## src/rtl/scsi_fifo_unpack.sv

```systemverilog
// scsi_fifo_unpack: FIFO-to-SCSI transmit engine for the DMA write path.
// Each 32-bit FIFO word is split into two 16-bit halfwords, upper half first.
// Every halfword goes out on the SCSI data bus with a DACK_/IOW_ handshake.
// All bus-side outputs are flops loaded from the next-state decode.
// FIFO_RD is the exception: it is the FETCH state gated by FIFO_EMPTY, so the
// pop lands in the same cycle the word is captured.
module scsi_fifo_unpack #(
    parameter int SETUP_CYCLES  = 1,
    parameter int STROBE_CYCLES = 2,
    parameter int HOLD_CYCLES   = 1
) (
    input  logic        CLK,
    input  logic        RST,
    input  logic        START,
    input  logic        START_LO,
    input  logic [15:0] LEN,
    input  logic        ABORT,
    input  logic [31:0] FIFO_OD,
    input  logic        FIFO_EMPTY,
    output logic        FIFO_RD,
    input  logic        DREQ_,
    output logic        DACK_,
    output logic        IOW_,
    output logic [15:0] PD_OUT,
    output logic        PD_OE,
    output logic        BUSY,
    output logic        DONE,
    output logic [15:0] REMAIN
);

    typedef enum logic [2:0] {
        IDLE,
        FETCH,
        WAIT_REQ,
        SETUP,
        STROBE,
        HOLD,
        FIN
    } state_t;

    localparam logic [2:0] SETUP_LAST  = 3'(SETUP_CYCLES - 1);
    localparam logic [2:0] STROBE_LAST = 3'(STROBE_CYCLES - 1);
    localparam logic [2:0] HOLD_LAST   = 3'(HOLD_CYCLES - 1);

    state_t      state;
    state_t      state_nxt;
    logic [31:0] hold_word;
    logic [31:0] hold_nxt;
    logic        half_lo;
    logic        half_nxt;
    logic [2:0]  phase;
    logic [2:0]  phase_nxt;
    logic [15:0] remain_nxt;
    logic [15:0] remain_dec;
    logic        zero_done;
    logic        on_bus;
    logic        dack_nxt;
    logic        iow_nxt;
    logic        oe_nxt;
    logic        busy_nxt;
    logic        done_nxt;
    logic [15:0] pd_nxt;

    assign FIFO_RD = (state == FETCH) && !FIFO_EMPTY;

    // Next-state, datapath and registered-output decode; ABORT overrides everything
    always_comb begin
        state_nxt  = state;
        hold_nxt   = hold_word;
        half_nxt   = half_lo;
        phase_nxt  = phase;
        remain_nxt = REMAIN;
        zero_done  = 1'b0;
        remain_dec = (REMAIN != 16'd0) ? REMAIN - 16'd1 : 16'd0;

        if (ABORT) begin
            state_nxt = IDLE;
            half_nxt  = 1'b0;
            phase_nxt = 3'd0;
        end else begin
            case (state)
                IDLE: begin
                    if (START) begin
                        if (LEN != 16'd0) begin
                            remain_nxt = LEN;
                            half_nxt   = START_LO;
                            state_nxt  = FETCH;
                        end else begin
                            zero_done = 1'b1;
                        end
                    end
                end
                FETCH: begin
                    if (!FIFO_EMPTY) begin
                        hold_nxt  = FIFO_OD;
                        state_nxt = WAIT_REQ;
                    end
                end
                WAIT_REQ: begin
                    if (!DREQ_) begin
                        phase_nxt = 3'd0;
                        state_nxt = SETUP;
                    end
                end
                SETUP: begin
                    if (phase == SETUP_LAST) begin
                        phase_nxt = 3'd0;
                        state_nxt = STROBE;
                    end else begin
                        phase_nxt = phase + 3'd1;
                    end
                end
                STROBE: begin
                    if (phase == STROBE_LAST) begin
                        phase_nxt = 3'd0;
                        state_nxt = HOLD;
                    end else begin
                        phase_nxt = phase + 3'd1;
                    end
                end
                HOLD: begin
                    if (phase == HOLD_LAST) begin
                        phase_nxt  = 3'd0;
                        remain_nxt = remain_dec;
                        if (remain_dec == 16'd0) begin
                            state_nxt = FIN;
                        end else if (!half_lo) begin
                            half_nxt  = 1'b1;
                            state_nxt = WAIT_REQ;
                        end else begin
                            half_nxt  = 1'b0;
                            state_nxt = FETCH;
                        end
                    end else begin
                        phase_nxt = phase + 3'd1;
                    end
                end
                FIN: begin
                    state_nxt = IDLE;
                end
                default: begin
                    state_nxt = IDLE;
                end
            endcase
        end

        on_bus   = (state_nxt == SETUP) || (state_nxt == STROBE) || (state_nxt == HOLD);
        dack_nxt = !on_bus;
        iow_nxt  = (state_nxt != STROBE);
        oe_nxt   = on_bus;
        pd_nxt   = on_bus ? (half_nxt ? hold_nxt[15:0] : hold_nxt[31:16]) : 16'd0;
        busy_nxt = on_bus || (state_nxt == FETCH) || (state_nxt == WAIT_REQ);
        done_nxt = zero_done || (state_nxt == FIN);
    end

    // State, hold register, counters and output flops with synchronous reset
    always_ff @(posedge CLK) begin
        if (RST) begin
            state     <= IDLE;
            hold_word <= 32'd0;
            half_lo   <= 1'b0;
            phase     <= 3'd0;
            REMAIN    <= 16'd0;
            DACK_     <= 1'b1;
            IOW_      <= 1'b1;
            PD_OUT    <= 16'd0;
            PD_OE     <= 1'b0;
            BUSY      <= 1'b0;
            DONE      <= 1'b0;
        end else begin
            state     <= state_nxt;
            hold_word <= hold_nxt;
            half_lo   <= half_nxt;
            phase     <= phase_nxt;
            REMAIN    <= remain_nxt;
            DACK_     <= dack_nxt;
            IOW_      <= iow_nxt;
            PD_OUT    <= pd_nxt;
            PD_OE     <= oe_nxt;
            BUSY      <= busy_nxt;
            DONE      <= done_nxt;
        end
    end

endmodule

```

## config.mk

```make
export PLATFORM = sky130hd
export DESIGN_NAME = scsi_fifo_unpack
export DESIGN_NICKNAME = d
export VERILOG_FILES = /design/src/rtl/scsi_fifo_unpack.sv
export SDC_FILE = /design/constraint.sdc
export NUM_CORES = 1
export LEC_CHECK = 0
export CAP_MARGIN = 0
export CORE_AREA = 10 10 98 100
export CTS_CLUSTER_SIZE = 14
export DETAILED_ROUTE_END_ITERATION = 8
export DIE_AREA = 0 0 108 110
export PLACE_DENSITY = 0.91
export REMOVE_ABC_BUFFERS = 1
export SLEW_MARGIN = 30
export SYNTH_ARGS = -nofsm -noshare
export SYNTH_HDL_FRONTEND = slang
export SYNTH_SLANG_ARGS = --single-unit
```

## constraint.sdc

```tcl
create_clock -name CLK -period 5 [get_ports CLK]
set_clock_uncertainty 0.1 [all_clocks]
set_input_delay 1 -clock CLK [delete_from_list [all_inputs] [get_ports CLK]]
set_output_delay 1 -clock CLK [all_outputs]
set_load 0.01 [all_outputs]
```

# After elaboration in Yosys (flattened, before gate mapping)
# Index checks and enable logic that the tools add are counted.
# W data, S select, Z words.
dict set report totals {
  ff_bits 76
  latchBits 0
  mem_bits_rw 0
  rom_bits 0
  input_bits 55
  out_inout_bits 38
  word_cells 87
  memories 0
}
dict set report classes {
  n_addsub 2
  mul 0
  n_div 0
  n_lt_le_gt_ge 0
  n_eq_ne 17
  shift 0
  mux 35
  bitwise 2
  n_reduce_logical 20
}
# operator count
set op_table {}
lappend op_table {{$mux W32} 3}
lappend op_table {{$mux W16} 5}
lappend op_table {{$mux W3} 12}
lappend op_table {{$pmux W16 S2} 1}
lappend op_table {{$reduce_bool A16 Y1} 2}
lappend op_table {{$pmux W3 S6} 1}
lappend op_table {{$logic_not A16 Y1} 1}
lappend op_table {{$sub A16 B1 Y16 const B} 1}
lappend op_table {{$eq A3 B3 Y1 const B} 5}
lappend op_table {{$eq A3 B2 Y1 const B} 4}
lappend op_table {{$mux W1} 10}
lappend op_table {{$eq A3 B1 Y1 const B} 3}
lappend op_table {{$pmux W3 S3} 1}
lappend op_table {{$ne A2 B2 Y1 const B} 4}
lappend op_table {{$logic_not A3 Y1} 2}
lappend op_table {{$reduce_or A2 Y1} 3}
lappend op_table {{$logic_or A1 B1 Y1} 5}
lappend op_table {{$reduce_and A5 Y1} 1}
lappend op_table {{$add A3 B1 Y3 const B} 1}
lappend op_table {{$ne A3 B3 Y1 const B} 1}
lappend op_table {{$reduce_bool A3 Y1} 1}
lappend op_table {{$logic_not A1 Y1} 2}
lappend op_table {{$mux W2} 1}
lappend op_table {{$not A1 Y1} 2}
lappend op_table {{4 further kinds} 4}

# Depth between registers and ports, before layout
dict set report logic_depth {
  word_depth 12
  ltp_mapped 17
  ltp_nobuf 14
}

# Worst setup path after synthesis
# No wires, ideal clock.
dict set report synth_timing {
  path_kind {flip-flop to flip-flop}
  from {register REMAIN[0]}
  to {register PD_OE}
  setup_ns 0.133
  arrival_ns 3.764
  required_time_ns 4.767
  slack_ns 1.003
  stages_incl_launch_ff 15
  synth_period_minus_slack_ns 3.997
  path_cell_list {dfxtp_1 clkbuf_1 inv_1 ha_1 or4b_2 nor4_1 o2111ai_1 o31ai_1 nand2_1 ha_1 o32a_1 and4_1 nor4_4 buf_4 nor2_1}
}
dict set report synth_via {
  elab_chain_len 10
  elab_cells_between_ends 13
}
# item line_no
set synth_rtl {}
lappend synth_rtl {{start: declaration} 28} ;# output logic [15:0] REMAIN
lappend synth_rtl {{start signal: assignment} 175} ;# REMAIN <= remain_nxt;
lappend synth_rtl {{$sub A16 B1 Y16 / $reduce_bool A16 Y1 (equally long branches)} 74} ;# remain_dec = (REMAIN != 16'd0) ? REMAIN - 16'd1 : 16'd0;
lappend synth_rtl {{$mux W16 *} 74}
lappend synth_rtl {{$logic_not A16 Y1 *} 125} ;# if (remain_dec == 16'd0) begin
lappend synth_rtl {{$mux W3 *} 125}
lappend synth_rtl {{$mux W3 *} 122} ;# if (phase == HOLD_LAST) begin
lappend synth_rtl {{$pmux W3 S6 *} 81} ;# case (state)
lappend synth_rtl {{$mux W3 *} 76} ;# if (ABORT) begin
lappend synth_rtl {{$eq A3 B2 Y1 / $eq A3 B3 Y1 (equally long branches)} 147} ;# on_bus = (state_nxt == SETUP) || (state_nxt == STROBE) || (state_nxt == HOLD);
lappend synth_rtl {{$logic_or A1 B1 Y1} 147}
lappend synth_rtl {{$logic_or A1 B1 Y1 *} 147}
lappend synth_rtl {{end signal: assignment} 179} ;# PD_OE <= oe_nxt;
lappend synth_rtl {{end: declaration} 25} ;# output logic PD_OE,
# Every way passes the cells marked *; elsewhere a longest branch is shown, timed or not.
# A chain may end at the register's enable or synchronous reset.

# Worst setup path in the final report
dict set report layout_timing {
  from {register REMAIN[0]}
  to {register PD_OUT[4]}
}
dict set report layout_via {
  elab_chain_len 12
  elab_cells_between_ends 20
}
# item line_no
set layout_rtl {}
lappend layout_rtl {{$sub A16 B1 Y16 / $reduce_bool A16 Y1 (equally long branches)} 74}
lappend layout_rtl {{$mux W16 *} 74}
lappend layout_rtl {{$logic_not A16 Y1 *} 125}
lappend layout_rtl {{$mux W3} 125}
lappend layout_rtl {{$mux W3} 122}
lappend layout_rtl {{$pmux W3 S6} 81}
lappend layout_rtl {{$mux W3} 76}
lappend layout_rtl {{$eq A3 B2 Y1 / $eq A3 B3 Y1 (equally long branches)} 147}
lappend layout_rtl {{$logic_or A1 B1 Y1 (2 in series)} 147}
lappend layout_rtl {{$not A1 Y1 (no source line)} n/a}
lappend layout_rtl {{$reduce_or A2 Y1 (no source line)} n/a}
lappend layout_rtl {{end signal: assignment} 178} ;# PD_OUT <= pd_nxt;
lappend layout_rtl {{end: declaration} 24} ;# output logic [15:0] PD_OUT,
# Marked as above.

==> results.py <==
metrics = {
    "worst_setup_path": {
        "cp-start-kind": "flop",
        "cp_slowest_stage_delay_ns": 0.69,
        "end_kind": "flop",
        "worstPathCellList": "inv_1 > ha_1 > nor3b_1 > o21ai_0 > a32oi_1 > o31ai_1 > nand2_1 > ha_1 > nand2b_1 > nand3_1 > a32o_1 > nor2_1 > nor4_4 > buf_4 > a2111oi_0",
        "cp_max_fo": 18,
        "cp-startpoint": "REMAIN[0]",
        "r2r-start": "REMAIN[0]",
        "crit_required_ns": 5.11,
        "endpoint": "PD_OUT[4]",
        "cp_common_cell": "ha_1",
        "slowest_stage": "nor3b_1",
        "rr_worst_depth": 15,
        "path_class": "reg -> reg",
        "cp_data_arrival_time_ns": 4.19,
        "r2r_end": "PD_OUT[4]",
        "reg2reg_slack_ns": 0.93,
    },
    "timing": {
        "hold_viol_final": 0,
        "grt_setup_unrepaired": "no",
        "setup_tns_ns": 0,
        "max_freq_mhz": 245,
        "setup_viol": 0,
        "timing.final.crit_share": 0.815,
        "maxSlewHeadroom": 0.486,
        "fin_crit_ns": 4.07,
        "layout_setup_ws_ns": 0.927,
        "drv_slew": 0,
        "worst_pin_slew_ns": 0.769,
    },
    "final_layout": {
        "final_cell_mix": "clkdlybuf4s50_1, dfxtp_1, nor2_1",
        "regArea_um2": 1520,
        "layout-drive-gt1-share": 0.0882,
        "n_antenna_cell": 0,
        "final_common_cell": "clkdlybuf4s50_1",
        "fill_cells": 622,
        "nNetsFinal": 566,
        "multi_input_area_um2": 2110,
        "fin_cells": 612,
        "syn_to_final_growth_pct": 31.7,
        "design_area_um2": 4970,
    },
    "floorplanning": {
        "std_cell_rows": 32,
        "io_pins": 93,
        "core_um2": 7650,
        "die_y_um": 110,
        "dieArea_um2": 11900,
        "initial_core_util": 0.494,
        "die_w_um": 108,
    },
    "clock_tree": {
        "clk_latency_ns": 0.35,
        "cts_tree": "done",
        "clock_sinks": 76,
        "cts_inserted_buffers": 9,
        "clockBufferDepth": 2,
        "cts_setup_buffers": 0,
        "hold_buffers": 0,
        "post_cts_resized": 0,
        "clkTransAtPathRegs_ns": 0.08,
        "htree_levels": 3,
        "root_buffer": "clkbuf_8",
    },
    "synthesis": {
        "synthAdderAreaFrac": 0.0199,
        "ys_warn_count": 0,
        "syn_avg_cell_area_um2": 8.85,
        "async_flop_share": 0,
        "synth_edf_count": 0,
        "synth_compound_area_frac": 0.169,
        "synthesis.area_um2": 3780,
        "yosysSeqAreaShare": 0.403,
        "synthMuxAreaShare": 0.104,
        "synthCells": 427,
        "synth_xor_area_frac": 0.0139,
        "synthFlopType": "dfxtp_1",
        "synth_simple_gate_area_frac": 0.248,
        "synth_seq_cells": 76,
        "synth_top_family_by_area": "simple AND/OR/NAND/NOR gates",
        "yosysUniqueCellTypes": 53,
    },
    "routing": {
        "ant_nets": 0,
        "wire_per_inst_um": 17.9,
        "drt_iter0_markers": 189,
        "drc": 0,
        "vias_per_cell": 5.90,
        "vias": 3612,
        "routed_wl_mm": 11.0,
        "first_pass_iters": 4,
    },
    "placed_design": {
        "portBuffers": 92,
        "dp_cells": 595,
        "dp_slack_ns": 0.959,
        "placed_area_um2": 4750,
        "hpwl_mm": 7.72,
        "gp_congestion": 0.924,
    },
    "power_and_ir_drop": {
        "p_leak_nw": 1.70,
        "swShare": 0.280,
        "pwr-share-comb": 0.167,
        "powerDensity_nw_per_um2": 273,
        "seq_power_share": 0.473,
        "p_switching_uw": 381,
        "p_total_mw": 1.36,
        "peakVddDrop_mv": 0.145,
        "power.internal_uw": 977,
        "power_frac_clock": 0.360,
    },
    "global_route": {
        "antenna_found_initial": 0,
        "global_route.usage.total": 0.182,
        "grt_pass1_wl_mm": 17.7,
        "overflow": 0,
        "grt_max_degree": 52,
        "grt_pass1_vias": 3549,
    },
    "run_status": {
        "status": "complete, no violations",
    },
    "run": {
        "max_cap_violations": 0,
    },
    "worst_hold_path": {
        "hp-class": "reg -> reg",
    },
}
## power groups by stage
stage	registers, mW	clock network, mW	logic (mW)
2_1_floorplan	0.653	0	0.117
3_3_place_gp	0.654	0	0.218
3_5_place_dp	0.655	0	0.222
4_1_cts	0.641	0.493	0.224
5_1_grt	0.644	0.524	0.250
6_report	0.642	0.489	0.227
## how the worst min path moves through the flow
stage,endpoint,cells after the start,start
3_5_place_dp,hold_word[15],2,hold_word[15]
6_report,hold_word[15],2,hold_word[15]
5_1_grt,phase[1],2,phase[1]
3_3_place_gp,hold_word[13],2,hold_word[13]
2_1_floorplan,hold_word[0],2,hold_word[0]
4_1_cts,hold_word[15],2,hold_word[15]
## synthesized netlist by cell type, types with 4 or more instances
library cell | count | share of area
a211oi_1 | 5 | 0.0099
a2111oi_0 | 9 | 0.021
a22oi_1 | 6 | 0.012
o21ai_0 | 17 | 0.023
nand2b_1 | 4 | 0.0066
nand2_1 | 26 | 0.026
nor3_1 | 7 | 0.0093
nand3_1 | 11 | 0.015
buf_2 | 5 | 0.0066
or4_1 | 4 | 0.0079
nor2_1 | 75 | 0.075
clkbuf_1 | 27 | 0.027
ha_1 | 6 | 0.020
mux2i_1 | 37 | 0.098
nor3b_1 | 17 | 0.034
o31ai_1 | 4 | 0.0079
a21oi_1 | 10 | 0.013
o211ai_1 | 5 | 0.0099
a2111oi_2 | 8 | 0.032
nor4_1 | 8 | 0.013
nor4b_1 | 5 | 0.012
inv_1 | 7 | 0.0070
dfxtp_1 | 76 | 0.40
## flip-flops by register name, summed over array words and instances (netlist names)
| name | count |
|---|---|
| DACK_ | 1 |
| PD_OE | 1 |
| REMAIN | 16 |
| DONE | 1 |
| state | 3 |
| hold_word | 32 |
| IOW_ | 1 |
| PD_OUT | 16 |
| phase | 3 |
| half_lo | 1 |
| BUSY | 1 |
## metrics by stage
stage	util	hold WS, ns
finish	0.651	0.393
CTS	0.649	0.394
global placement	0.622	0.360
global route	0.651	0.423
floorplan	-	0.349
detailed placement	0.622	0.375
## area by class of cell
cell class / instances / share of cell area
clock buffers: 10 / 0.0277
flip-flops and latches: 76 / 0.306
multi-input cells: 311 / 0.424
well taps: 102 / 0.0257
repair buffers: 100 / 0.197
inverters: 7 / 0.00528
clock inverters: 6 / 0.0143
## layer usage
layer / share of wire / routed length, um / GRT usage
met1: 0.43 / 4740 / 0.224
met2: 0.45 / 4940 / 0.290
met3: 0.10 / 1130 / 0.0725
met4: 0.014 / 154 / 0.0534
met5: 0 / 0 / 0
## kinds of logic after synthesis
kind of cell | after synthesis
and+or+nand+nor | 179
AOI/OAI and AO/OA | 81
DFF | 76
buffers and inverters | 40
muxes | 39
xor gates and xnor gates | 6
adders and majority gates | 6
## critical path, delay by kind of cell (launching register included)
family | cells | cell delay [ns]
AOI/OAI and AO/OA | 5 | 1.25
adders and majority gates | 2 | 0.57
buffers and inverters | 2 | 0.34
DFF | 1 | 0.42
and+or+nand+nor | 6 | 1.24
No activity file was read; power rests on OpenSTA's default activity.
